<file path="src/rtl/demux_pkg.sv">
// Shared symbol definitions for the lane symbol multiplexer/demultiplexer pair:
// K-code bytes, 4-bit symbol codes, framer state enum and the symbol decoder.
package demux_pkg;

  localparam logic [7:0] K_COM = 8'hBC;
  localparam logic [7:0] K_PAD = 8'hF7;
  localparam logic [7:0] K_SKP = 8'h1C;
  localparam logic [7:0] K_STP = 8'hFB;
  localparam logic [7:0] K_SDP = 8'h5C;
  localparam logic [7:0] K_END = 8'hFD;
  localparam logic [7:0] K_EDB = 8'hFE;
  localparam logic [7:0] K_FTS = 8'h3C;
  localparam logic [7:0] K_IDL = 8'h7C;

  localparam logic [3:0] CODE_DATA = 4'b0000;
  localparam logic [3:0] CODE_COM  = 4'b0001;
  localparam logic [3:0] CODE_PAD  = 4'b0010;
  localparam logic [3:0] CODE_SKP  = 4'b0011;
  localparam logic [3:0] CODE_STP  = 4'b0100;
  localparam logic [3:0] CODE_SDP  = 4'b0101;
  localparam logic [3:0] CODE_END  = 4'b0110;
  localparam logic [3:0] CODE_EDB  = 4'b0111;
  localparam logic [3:0] CODE_FTS  = 4'b1000;
  localparam logic [3:0] CODE_IDL  = 4'b1001;

  typedef enum logic [1:0] {
    S_IDLE = 2'd0,
    S_PKT  = 2'd1,
    S_OS   = 2'd2
  } state_e;

  typedef struct packed {
    logic       known;
    logic [3:0] code;
  } sym_t;

  // Data bytes always decode as known CODE_DATA; an unlisted K byte is unknown.
  function automatic sym_t decode_sym(input logic [7:0] sym_byte, input logic sym_k);
    sym_t s;
    s.known = 1'b1;
    s.code  = CODE_DATA;
    if (sym_k) begin
      case (sym_byte)
        K_COM:   s.code = CODE_COM;
        K_PAD:   s.code = CODE_PAD;
        K_SKP:   s.code = CODE_SKP;
        K_STP:   s.code = CODE_STP;
        K_SDP:   s.code = CODE_SDP;
        K_END:   s.code = CODE_END;
        K_EDB:   s.code = CODE_EDB;
        K_FTS:   s.code = CODE_FTS;
        K_IDL:   s.code = CODE_IDL;
        default: s.known = 1'b0;
      endcase
    end
    return s;
  endfunction

endpackage

</file>
<file path="src/rtl/demultiplexer_cond_if.sv">
// Symbol-in / packet-out bundle of the receive demultiplexer.
// Handshake: demuxIN/demuxK are consumed in every cycle demuxVLD=1 (no backpressure);
// pktDATA/pktSOP/pktEOP/pktTYPE are meaningful only while pktVLD=1, pktERR and os* are single-cycle pulses.
interface demultiplexer_cond_if;
  import demux_pkg::*;

  logic [7:0] demuxIN;
  logic       demuxK;
  logic       demuxVLD;
  logic [3:0] demuxCTRL;
  logic       demuxSTB;
  logic [7:0] pktDATA;
  logic       pktVLD;
  logic       pktSOP;
  logic       pktEOP;
  logic       pktTYPE;
  logic       pktERR;
  logic       osSKP;
  logic       osFTS;
  logic       osIDL;
  state_e     dbg_state;

  modport master (
    output demuxIN, demuxK, demuxVLD,
    input  demuxCTRL, demuxSTB, pktDATA, pktVLD, pktSOP, pktEOP, pktTYPE, pktERR,
    input  osSKP, osFTS, osIDL, dbg_state
  );

  modport slave (
    input  demuxIN, demuxK, demuxVLD,
    output demuxCTRL, demuxSTB, pktDATA, pktVLD, pktSOP, pktEOP, pktTYPE, pktERR,
    output osSKP, osFTS, osIDL, dbg_state
  );

endinterface

</file>
<file path="src/rtl/demux_classify.sv">
// Registered symbol classifier: byte + K flag to 4-bit symbol code and strobe.
// The code holds its last value whenever no recognised symbol arrives.
module demux_classify
  import demux_pkg::*;
(
  input  logic       clk,
  input  logic       rst,
  input  logic [7:0] sym_byte,
  input  logic       sym_k,
  input  logic       sym_vld,
  output logic [3:0] ctrl,
  output logic       stb
);

  logic [3:0] ctrl_q, ctrl_d;
  logic       stb_q, stb_d;
  sym_t       dec;

  always_comb begin
    dec    = decode_sym(sym_byte, sym_k);
    ctrl_d = ctrl_q;
    stb_d  = 1'b0;
    if (sym_vld && dec.known) begin
      ctrl_d = dec.code;
      stb_d  = 1'b1;
    end
  end

  always_ff @(posedge clk or posedge rst) begin
    if (rst) begin
      ctrl_q <= CODE_DATA;
      stb_q  <= 1'b0;
    end else begin
      ctrl_q <= ctrl_d;
      stb_q  <= stb_d;
    end
  end

  assign ctrl = ctrl_q;
  assign stb  = stb_q;

endmodule

</file>
<file path="src/rtl/demultiplexer_cond.sv">
// Receive demultiplexer: classifies symbols, frames STP/SDP..END/EDB packets
// into a byte stream and detects COM-led SKP/FTS/IDL ordered sets.
module demultiplexer_cond
  import demux_pkg::*;
#(
  parameter int MAX_LEN   = 64,
  parameter int OS_REPEAT = 3
) (
  input  logic                demuxCLK,
  input  logic                demuxRST,
  demultiplexer_cond_if.slave bus
);

  localparam int LEN_W = $clog2(MAX_LEN + 1);
  localparam int CNT_W = $clog2(OS_REPEAT + 1);

  demux_classify u_classify (
    .clk      (demuxCLK),
    .rst      (demuxRST),
    .sym_byte (bus.demuxIN),
    .sym_k    (bus.demuxK),
    .sym_vld  (bus.demuxVLD),
    .ctrl     (bus.demuxCTRL),
    .stb      (bus.demuxSTB)
  );

  state_e             state_q, state_d;
  logic               type_q, type_d;
  logic [LEN_W-1:0]   len_q, len_d;
  logic [7:0]         hold_q, hold_d;
  logic               hold_full_q, hold_full_d;
  logic               first_q, first_d;
  logic [3:0]         os_code_q, os_code_d;
  logic [CNT_W-1:0]   os_cnt_q, os_cnt_d;

  logic [7:0]         pkt_data_q, pkt_data_d;
  logic               pkt_vld_q, pkt_vld_d;
  logic               pkt_sop_q, pkt_sop_d;
  logic               pkt_eop_q, pkt_eop_d;
  logic               pkt_type_q, pkt_type_d;
  logic               pkt_err_q, pkt_err_d;
  logic               os_skp_q, os_skp_d;
  logic               os_fts_q, os_fts_d;
  logic               os_idl_q, os_idl_d;

  sym_t               dec;
  logic               is_data;
  logic               k_known;
  logic               sym_stp, sym_sdp, sym_com, sym_end, sym_edb, sym_os;
  logic               dispatch, rel_mid, close, close_err;
  logic [CNT_W-1:0]   cnt_n;

  always_comb begin
    dec     = decode_sym(bus.demuxIN, bus.demuxK);
    is_data = !bus.demuxK;
    k_known = bus.demuxK && dec.known;
    sym_stp = k_known && (dec.code == CODE_STP);
    sym_sdp = k_known && (dec.code == CODE_SDP);
    sym_com = k_known && (dec.code == CODE_COM);
    sym_end = k_known && (dec.code == CODE_END);
    sym_edb = k_known && (dec.code == CODE_EDB);
    sym_os  = k_known && ((dec.code == CODE_SKP) || (dec.code == CODE_FTS) ||
                          (dec.code == CODE_IDL));
  end

  always_comb begin
    state_d     = state_q;
    type_d      = type_q;
    len_d       = len_q;
    hold_d      = hold_q;
    hold_full_d = hold_full_q;
    first_d     = first_q;
    os_code_d   = os_code_q;
    os_cnt_d    = os_cnt_q;
    pkt_data_d  = pkt_data_q;
    pkt_type_d  = pkt_type_q;
    pkt_vld_d   = 1'b0;
    pkt_sop_d   = 1'b0;
    pkt_eop_d   = 1'b0;
    pkt_err_d   = 1'b0;
    os_skp_d    = 1'b0;
    os_fts_d    = 1'b0;
    os_idl_d    = 1'b0;
    dispatch    = 1'b0;
    rel_mid     = 1'b0;
    close       = 1'b0;
    close_err   = 1'b0;
    cnt_n       = '0;

    if (bus.demuxVLD) begin
      case (state_q)
        S_IDLE: dispatch = 1'b1;

        S_PKT: begin
          if (is_data) begin
            if (len_q == LEN_W'(MAX_LEN)) begin
              close     = 1'b1;
              close_err = 1'b1;
              state_d   = S_IDLE;
            end else begin
              rel_mid     = hold_full_q;
              hold_d      = bus.demuxIN;
              hold_full_d = 1'b1;
              len_d       = len_q + LEN_W'(1);
            end
          end else if (sym_end) begin
            close   = 1'b1;
            state_d = S_IDLE;
          end else if (sym_edb) begin
            close     = 1'b1;
            close_err = 1'b1;
            state_d   = S_IDLE;
          end else begin
            // Unexpected K aborts the frame and is then handled as if seen in idle.
            close     = 1'b1;
            close_err = 1'b1;
            state_d   = S_IDLE;
            dispatch  = 1'b1;
          end
        end

        S_OS: begin
          if (sym_os && ((os_cnt_q == '0) || (dec.code == os_code_q))) begin
            os_code_d = dec.code;
            cnt_n     = (os_cnt_q == '0) ? CNT_W'(1) : os_cnt_q + CNT_W'(1);
            if (cnt_n == CNT_W'(OS_REPEAT)) begin
              os_skp_d = (dec.code == CODE_SKP);
              os_fts_d = (dec.code == CODE_FTS);
              os_idl_d = (dec.code == CODE_IDL);
              os_cnt_d = '0;
              state_d  = S_IDLE;
            end else begin
              os_cnt_d = cnt_n;
            end
          end else begin
            os_cnt_d = '0;
            state_d  = S_IDLE;
            dispatch = 1'b1;
          end
        end

        default: state_d = S_IDLE;
      endcase
    end

    if (rel_mid) begin
      pkt_vld_d  = 1'b1;
      pkt_data_d = hold_q;
      pkt_sop_d  = first_q;
      pkt_type_d = type_q;
      first_d    = 1'b0;
    end

    // Closing with an empty hold register has no byte to carry EOP: report a lone error.
    if (close) begin
      hold_full_d = 1'b0;
      pkt_type_d  = type_q;
      if (hold_full_q) begin
        pkt_vld_d  = 1'b1;
        pkt_data_d = hold_q;
        pkt_sop_d  = first_q;
        pkt_eop_d  = 1'b1;
        pkt_err_d  = close_err;
      end else begin
        pkt_err_d  = 1'b1;
      end
      first_d = 1'b0;
    end

    if (dispatch) begin
      if (sym_stp || sym_sdp) begin
        state_d     = S_PKT;
        type_d      = sym_sdp;
        len_d       = '0;
        hold_full_d = 1'b0;
        first_d     = 1'b1;
      end else if (sym_com) begin
        state_d  = S_OS;
        os_cnt_d = '0;
      end
    end
  end

  always_ff @(posedge demuxCLK or posedge demuxRST) begin
    if (demuxRST) begin
      state_q     <= S_IDLE;
      type_q      <= 1'b0;
      len_q       <= '0;
      hold_q      <= '0;
      hold_full_q <= 1'b0;
      first_q     <= 1'b0;
      os_code_q   <= CODE_DATA;
      os_cnt_q    <= '0;
      pkt_data_q  <= '0;
      pkt_vld_q   <= 1'b0;
      pkt_sop_q   <= 1'b0;
      pkt_eop_q   <= 1'b0;
      pkt_type_q  <= 1'b0;
      pkt_err_q   <= 1'b0;
      os_skp_q    <= 1'b0;
      os_fts_q    <= 1'b0;
      os_idl_q    <= 1'b0;
    end else begin
      state_q     <= state_d;
      type_q      <= type_d;
      len_q       <= len_d;
      hold_q      <= hold_d;
      hold_full_q <= hold_full_d;
      first_q     <= first_d;
      os_code_q   <= os_code_d;
      os_cnt_q    <= os_cnt_d;
      pkt_data_q  <= pkt_data_d;
      pkt_vld_q   <= pkt_vld_d;
      pkt_sop_q   <= pkt_sop_d;
      pkt_eop_q   <= pkt_eop_d;
      pkt_type_q  <= pkt_type_d;
      pkt_err_q   <= pkt_err_d;
      os_skp_q    <= os_skp_d;
      os_fts_q    <= os_fts_d;
      os_idl_q    <= os_idl_d;
    end
  end

  assign bus.pktDATA   = pkt_data_q;
  assign bus.pktVLD    = pkt_vld_q;
  assign bus.pktSOP    = pkt_sop_q;
  assign bus.pktEOP    = pkt_eop_q;
  assign bus.pktTYPE   = pkt_type_q;
  assign bus.pktERR    = pkt_err_q;
  assign bus.osSKP     = os_skp_q;
  assign bus.osFTS     = os_fts_q;
  assign bus.osIDL     = os_idl_q;
  assign bus.dbg_state = state_q;

endmodule

</file>
<file path="src/flat_wrapper.sv">
// flat-port wrapper written by rule: the top's interface ports become plain ports
module demultiplexer_cond_flat import demux_pkg::*;
#(
  parameter int MAX_LEN   = 64,
  parameter int OS_REPEAT = 3
)
  (demuxCLK, demuxRST, bus_demuxIN, bus_demuxK, bus_demuxVLD, bus_demuxCTRL, bus_demuxSTB, bus_pktDATA, bus_pktVLD, bus_pktSOP, bus_pktEOP, bus_pktTYPE, bus_pktERR, bus_osSKP, bus_osFTS, bus_osIDL, bus_dbg_state);
  demultiplexer_cond_if bus_i ();
  input  logic demuxCLK;
  input  logic demuxRST;
  input wire logic [$bits(bus_i.demuxIN)-1:0] bus_demuxIN;
  input wire logic [$bits(bus_i.demuxK)-1:0] bus_demuxK;
  input wire logic [$bits(bus_i.demuxVLD)-1:0] bus_demuxVLD;
  output wire logic [$bits(bus_i.demuxCTRL)-1:0] bus_demuxCTRL;
  output wire logic [$bits(bus_i.demuxSTB)-1:0] bus_demuxSTB;
  output wire logic [$bits(bus_i.pktDATA)-1:0] bus_pktDATA;
  output wire logic [$bits(bus_i.pktVLD)-1:0] bus_pktVLD;
  output wire logic [$bits(bus_i.pktSOP)-1:0] bus_pktSOP;
  output wire logic [$bits(bus_i.pktEOP)-1:0] bus_pktEOP;
  output wire logic [$bits(bus_i.pktTYPE)-1:0] bus_pktTYPE;
  output wire logic [$bits(bus_i.pktERR)-1:0] bus_pktERR;
  output wire logic [$bits(bus_i.osSKP)-1:0] bus_osSKP;
  output wire logic [$bits(bus_i.osFTS)-1:0] bus_osFTS;
  output wire logic [$bits(bus_i.osIDL)-1:0] bus_osIDL;
  output wire logic [$bits(bus_i.dbg_state)-1:0] bus_dbg_state;
  assign bus_i.demuxIN = bus_demuxIN;
  assign bus_i.demuxK = bus_demuxK;
  assign bus_i.demuxVLD = bus_demuxVLD;
  assign bus_demuxCTRL = bus_i.demuxCTRL;
  assign bus_demuxSTB = bus_i.demuxSTB;
  assign bus_pktDATA = bus_i.pktDATA;
  assign bus_pktVLD = bus_i.pktVLD;
  assign bus_pktSOP = bus_i.pktSOP;
  assign bus_pktEOP = bus_i.pktEOP;
  assign bus_pktTYPE = bus_i.pktTYPE;
  assign bus_pktERR = bus_i.pktERR;
  assign bus_osSKP = bus_i.osSKP;
  assign bus_osFTS = bus_i.osFTS;
  assign bus_osIDL = bus_i.osIDL;
  assign bus_dbg_state = bus_i.dbg_state;
  demultiplexer_cond #(.MAX_LEN(MAX_LEN), .OS_REPEAT(OS_REPEAT)) u_core (.demuxCLK(demuxCLK), .demuxRST(demuxRST), .bus(bus_i));
endmodule
</file>
<file path="config.mk">
export PLATFORM = sky130hd
export DESIGN_NAME = demultiplexer_cond_flat
export DESIGN_NICKNAME = d
export VERILOG_FILES = /design/src/rtl/demux_pkg.sv /design/src/rtl/demultiplexer_cond_if.sv /design/src/rtl/demux_classify.sv /design/src/rtl/demultiplexer_cond.sv /design/src/flat_wrapper.sv
export SDC_FILE = /design/constraint.sdc
export NUM_CORES = 1
export LEC_CHECK = 0
export ABC_AREA = 1
export BUFFER_PORTS_ARGS = -buffer_cell sky130_fd_sc_hd__buf_4
export CAP_MARGIN = 0
export CORE_ASPECT_RATIO = 0.5
export CORE_MARGIN = 2
export CORE_UTILIZATION = 60
export CTS_CLUSTER_DIAMETER = 200
export DETAILED_ROUTE_END_ITERATION = 8
export GPL_ROUTABILITY_DRIVEN = 0
export PLACE_DENSITY = 0.85
export SLEW_MARGIN = 0
export SYNTH_ARGS = -nofsm -noshare
export SYNTH_HDL_FRONTEND = slang
export SYNTH_SLANG_ARGS = --single-unit
</file>
<file path="constraint.sdc">
create_clock -name demuxCLK -period 2.4 [get_ports demuxCLK]
set_input_delay 0.24 -clock demuxCLK [delete_from_list [all_inputs] [get_ports demuxCLK]]
set_output_delay 0.24 -clock demuxCLK [all_outputs]
set_load 0.05 [all_outputs]
</file>
# After elaboration in Yosys (flattened, before gate mapping)
# Index checks and enable logic that the tools add are counted.
[classes] add_sub_neg=2 mul=0 div_mod_pow=0 magnitude_cmp=0 n_eq_ne=22 n_shift=0 muxes=83 bitwise_logic=2 reduce_logical=20
[ops] op="2-to-1 mux 1 bit" count=54
[ops] op="2-to-1 mux 7 bit" count=6
[ops] op="== test 8 bit, second input constant" count=5
[ops] op="case mux 4 bit (9 select lines)" count=1
[ops] op="2-to-1 mux 2 bit" count=16
[ops] op="2-to-1 mux 8 bit" count=3
[ops] op="== test 4 x 3 -> 1 bit, second input constant" count=4
[ops] op="== test 8 x 7 -> 1 bit, second input constant" count=2
[ops] op="logical AND 1 bit" count=9
[ops] op="OR reduction 9 bit" count=1
[ops] op="== test 4 bit, second input constant" count=2
[ops] op="== test 8 x 5 -> 1 bit, second input constant" count=1
[ops] op="== test 8 x 6 -> 1 bit, second input constant" count=1
[ops] op="adder 7 x 1 -> 7 bit, second input constant" count=1
[ops] op="== test 7 bit, second input constant" count=1
[ops] op="case mux 2 bit (3 select lines)" count=1
[ops] op="2-to-1 mux 5 bit" count=1
[ops] op="== test 2 bit, second input constant" count=2
[ops] op="== test 4 x 1 -> 1 bit, second input constant" count=1
[ops] op="== test 4 x 2 -> 1 bit, second input constant" count=1
[ops] op="== test 4 bit" count=1
[ops] op="zero test 2 bit" count=2
[ops] op="logical OR 1 bit" count=4
[ops] op="AND reduction 4 bit" count=1
[ops] op="7 further kinds" count=8
[totals] regBits=47 latch_bits=0 mem_bits_rw=0 rom_bits=0 wordCells=148 memories=0

# Longest topological paths before layout
[logic_depth] depth_word=15 mapped_depth=17 depth_no_buf=17

# By module
# Synthesis repeated with hierarchy kept, for this count alone.
[unflattened] hier_cells=344 hier_area_um2=2657.5
[by_module_without_submodules] module="demultiplexer_cond" n_inst=1 cells_per_inst=277 area_per_inst_um2=2212.1 seq_area_each_um2=1051.0
[by_module_without_submodules] module="demux_classify" n_inst=1 cells_per_inst=67 area_per_inst_um2=445.4 seq_area_each_um2=125.1

# Least setup slack after synthesis
# Ideal clock, no wire load.
[synth_timing] path_type="register -> register" startpoint="register u_core.state_q[0], in the netlist u_core.bus.dbg_state[0]" endpoint="register u_core.len_q[6]" setup_ns=0.115 arrival_ns=1.790 t_required_ns=2.285 slack_ns=0.496 stages_incl_launch_ff=13 path_buffers=0 period_less_slack_ns=1.904 cell_sequence="dfrtp_1 > inv_1 > nor2_1 > inv_1 > nor2_1 > inv_1 > nor2_1 > nand4_1 > nor2_1 > nand2_1 > xor2_1 > inv_1 > nor2_2"
[synth_via] elab_chain_len=5 word_cells_on_any_way=9 cone_classes="2 x eq/ne; 6 x mux; 1 x reduce/logical"
[synth_rtl] item="from (decl)" line="demultiplexer_cond.sv:27" source="state_e state_q, state_d;"
[synth_rtl] item="from (signal assigned)" line="demultiplexer_cond.sv:204" source="state_q <= state_d;"
[synth_rtl] item="== test 2 x 1 -> 1 bit" line="demultiplexer_cond.sv:91" source="case (state_q)"
[synth_rtl] item="2-to-1 mux 7 bit" line="demultiplexer_cond.sv:91"
[synth_rtl] item="2-to-1 mux 7 bit" line="demultiplexer_cond.sv:90" source="if (bus.demuxVLD) begin"
[synth_rtl] item="2-to-1 mux 7 bit" line="demultiplexer_cond.sv:171" source="if (sym_stp || sym_sdp) begin"
[synth_rtl] item="2-to-1 mux 7 bit (*)" line="demultiplexer_cond.sv:170" source="if (dispatch) begin"
[synth_rtl] item="net u_core.len_d[6]" line="demultiplexer_cond.sv:29" source="logic [LEN_W-1:0] len_q, len_d;"
[synth_rtl] item="to (signal assigned)" line="demultiplexer_cond.sv:206" source="len_q <= len_d;"
[synth_rtl] item="to (decl)" line="demultiplexer_cond.sv:29"
# Mark *: on every way through the listed nets, which the timed path passes. The rest lies on a longest branch.
# A chain may end at the register's enable or synchronous reset.

# Final worst setup path
[layout_timing] startpoint="register u_core.state_q[1], in the netlist u_core.bus.dbg_state[1]" endpoint="register u_core.len_q[6]"
# Same word-level chain as after synthesis.

==> results by group <==
STA
  – Setup Skew: 0.0130 ns
  – Worst-margin pin slew: 0.967 ns
  – Fmax: 539 MHz
  – Fin worst setup slack: 0.545 ns
  – Max-slew headroom: 35.5%
  – Unrepaired setup endpoints after global routing: false
  – Tcrit/Tclk final: 77.3%
  – Final setup violation count: 0
  – Setup_tns: 0 ns
  – Final Hold Viols: 0
  – Final Critical Period: 1.85 ns
  – Final hold slack: 0.143 ns
  – Final Slew Violations: 0

Routing
  – Post-Route WL: 5320 um
  – Iteration-0 DRC Markers: 147
  – Vias per inst: 5.19
  – DR pass1 iterations: 5
  – Post-DRT Antenna Nets: 0
  – Via count: 2055
  – Remaining DRCs: 0
  – Wire per inst: 13.4 um

Clock network
  – Hold Buf Count CTS: 0
  – Postcts setup bufs: 0
  – CTS root buffer: clkbuf_8
  – Bufs on Longest Clock Path: 2
  – Clk_lat worst skew: 0.31 ns
  – Post-cts resize count: 0
  – CTS sink count: 47
  – Cts bufs inserted: 5
  – Reg clk slew, reported paths: 0.10 ns
  – CTS tree: yes
  – CTS HTree Levels: 2

Global routing
  – Grt total ovfl: 0
  – Global-route wire length before repair: 8830 um
  – Met3 global-route usage: 5.26%
  – GR Layer Usage met2: 39.8%
  – Initial antenna violation count: 0
  – Gr busiest metal: met2
  – Vias in the first global route: 1966
  – Total global-route track usage: 24.8%
  – Largest net degree at the start of global routing: 48
  – GR Layer Usage met1: 33.5%

Critical path
  – R2r startpoint: u_core.bus.dbg_state[1]
  – CP peak stage delay: 0.46 ns
  – Critical Path AT: 2.07 ns
  – Critical path startpoint: u_core.bus.dbg_state[1]
  – Crit path max-delay cell type: dfrtp_1
  – CP startpoint kind: register
  – Setup crit end kind: register
  – Critical path class: reg2reg
  – Worst EP required: 2.62 ns
  – CP delay by family, top: simple AND/OR/NAND/NOR gates
  – Worst-path cell chain: nor2_1, inv_1, nor2_1, inv_1, nor2_1, nand4_1, nor2_1, nand2_1, xor2_1, inv_1, nor2_2
  – Critical path's most frequent cell: nor2_1
  – WP buf/inv: 3
  – Crit-path max FO: 5

Floorplan
  – Core footprint: 3920 um2
  – Die Wd: 94.8 um
  – Io pins: 35
  – Number of placement rows: 16
  – Chip Height: 49.4 um
  – Initial core utilization: 63.1%
  – Die area: 4690 um2

Yosys
  – Synthesis-stage register bit count: 47
  – Synth Area in Compound Gates: 4.85%
  – Total nets after synthesis: 315
  – XOR/XNOR Fraction of Synth Area: 2.07%
  – Ys Warns: 0
  – Yosys cell types: 32
  – Cells after Synth: 301
  – Mux cell area share after synthesis: 0.455%
  – Post-synth EDFFs: 0
  – Synthesized area: 2470 um2
  – Largest family of logic cells by synthesized area: simple AND/OR/NAND/NOR gates
  – Avg Inst Size Synth: 8.22 um2
  – Synth Area in Simple Gates: 35.6%
  – Register area share after synthesis: 47.5%
  – Asr flop ratio synth: 100%
  – Adder-cell area share of the yosys netlist: 1.01%
  – Post-synth top flop: dfrtp_1

Power
  – Power per Cell Area: 616 nW/um2
  – Max IR drop VDD: 0.000411 V
  – Leak: 1.62 nW

Layout
  – Layout cells sized above 1: 25.7%
  – Fill cells: 288
  – Final core occ: 74.2%
  – Syn-to-layout area delta: 17.7%
  – Nets@finish: 355
  – ANT cells: 0
  – Most frequent cells in the layout: nand2_1, dfrtp_1, inv_1
  – Most common cell after layout, fill and taps aside: nand2_1

Status
  – Status: finished, final reports clean

Worst hold path
  – Worst min path class: in2async

Placed design
  – Pre-CTS setup slack: 0.467 ns
  – Dpl hpwl: 3990 um
  – Port Buffers: 34

Run
  – # Max-Cap Violations: 0
==> path summary, 6_finish.rpt <==
check,to,slack [ns],cells past startpoint
worst max-delay path,u_core.len_q[6],0.55,11
worst min-delay path,u_core.bus.pktDATA[4],0.14,2
worst max register to register,u_core.len_q[6],0.55,11
worst min register to register,u_core.bus.pktTYPE,0.48,2
max in group asynchronous,u_core.bus.osSKP,1.65,2
min in group demuxCLK,u_core.hold_q[4],0.20,2
==> cell type report <==
class / instances / area (um2) / share of cell area, %
flip-flops and latches: 47 / 1180 / 40.4
multi-input cells: 201 / 1090 / 37.4
well taps: 54 / 67.6 / 2.32
inverters: 50 / 193 / 6.62
clock buffers: 5 / 68.8 / 2.36
clock inverters: 3 / 47.5 / 1.63
repair buffers: 36 / 270 / 9.28
==> synth_stat cells, types with 4 or more instances <==
cell type	count	area [um2]
dfrtp_1	47	1180
nand3_2	8	80.1
nand2_2	6	37.5
nor2_1	27	101
inv_2	5	18.8
nand4_1	5	31.3
nand2_1	84	315
nand2_4	4	45.0
nand3_1	15	75.1
o21ai_0	13	65.1
inv_1	43	161
nor3_1	4	20.0
nor2_2	10	62.6
==> routing by layer <==
metal | vias to the layer above | part of all wire, %
li1 | 1012 | -
met1 | 958 | 45
met2 | 75 | 48
met3 | 10 | 6.2
met4 | 0 | 1.4
met5 | - | 0
==> sequential cells by signal, indices dropped and copies added (netlist names), 2 cells and up <==
name / count
u_core.bus.pktDATA: 8
u_core.hold_q: 8
u_core.len_q: 7
u_core.os_code_q: 4
u_core.u_classify.ctrl: 4
u_core.bus.dbg_state: 2
u_core.os_cnt_q: 2
==> power breakdown <==
part	leakage (nW)	switching [mW]	internal (mW)
clock	0.0587	0.290	0.316
combinational	0.932	0.189	0.0976
sequential	0.625	0.0455	0.857
total	1.62	0.524	1.27
==> logic make-up (layout without fill, tap and decap cells) <==
| family | after synthesis | after routing |
|---|---|---|
| AO/OA/AOI/OAI | 22 | 22 |
| XOR/XNOR | 5 | 5 |
| adder cells (fa/ha/maj) | 2 | 2 |
| buffers and inverters | 53 | 94 |
| flip-flops | 47 | 47 |
| multiplexers | 1 | 1 |
| AND/OR/NAND/NOR | 171 | 171 |
==> worst register-to-register path: cells and delay by family (launching register included) <==
kind / cells / cell delay [ns]
simple gates: 7 / 0.95
flops: 1 / 0.46
buf+inv: 3 / 0.22
xor+xnor: 1 / 0.13
==> per-stage QoR <==
| step | std cells | instance area [um2] | power (mW) |
|---|---|---|---|
| after detailed placement | 388 | 2800 | 1.20 |
| after global routing | 396 | 2910 | 1.88 |
| final | 396 | 2910 | 1.79 |
| after CTS | 396 | 2910 | 1.80 |
| after floorplan | 301 | 2470 | 1.11 |
| after global placement | 388 | 2800 | 1.18 |
Power figures use the tool's default switching activity.
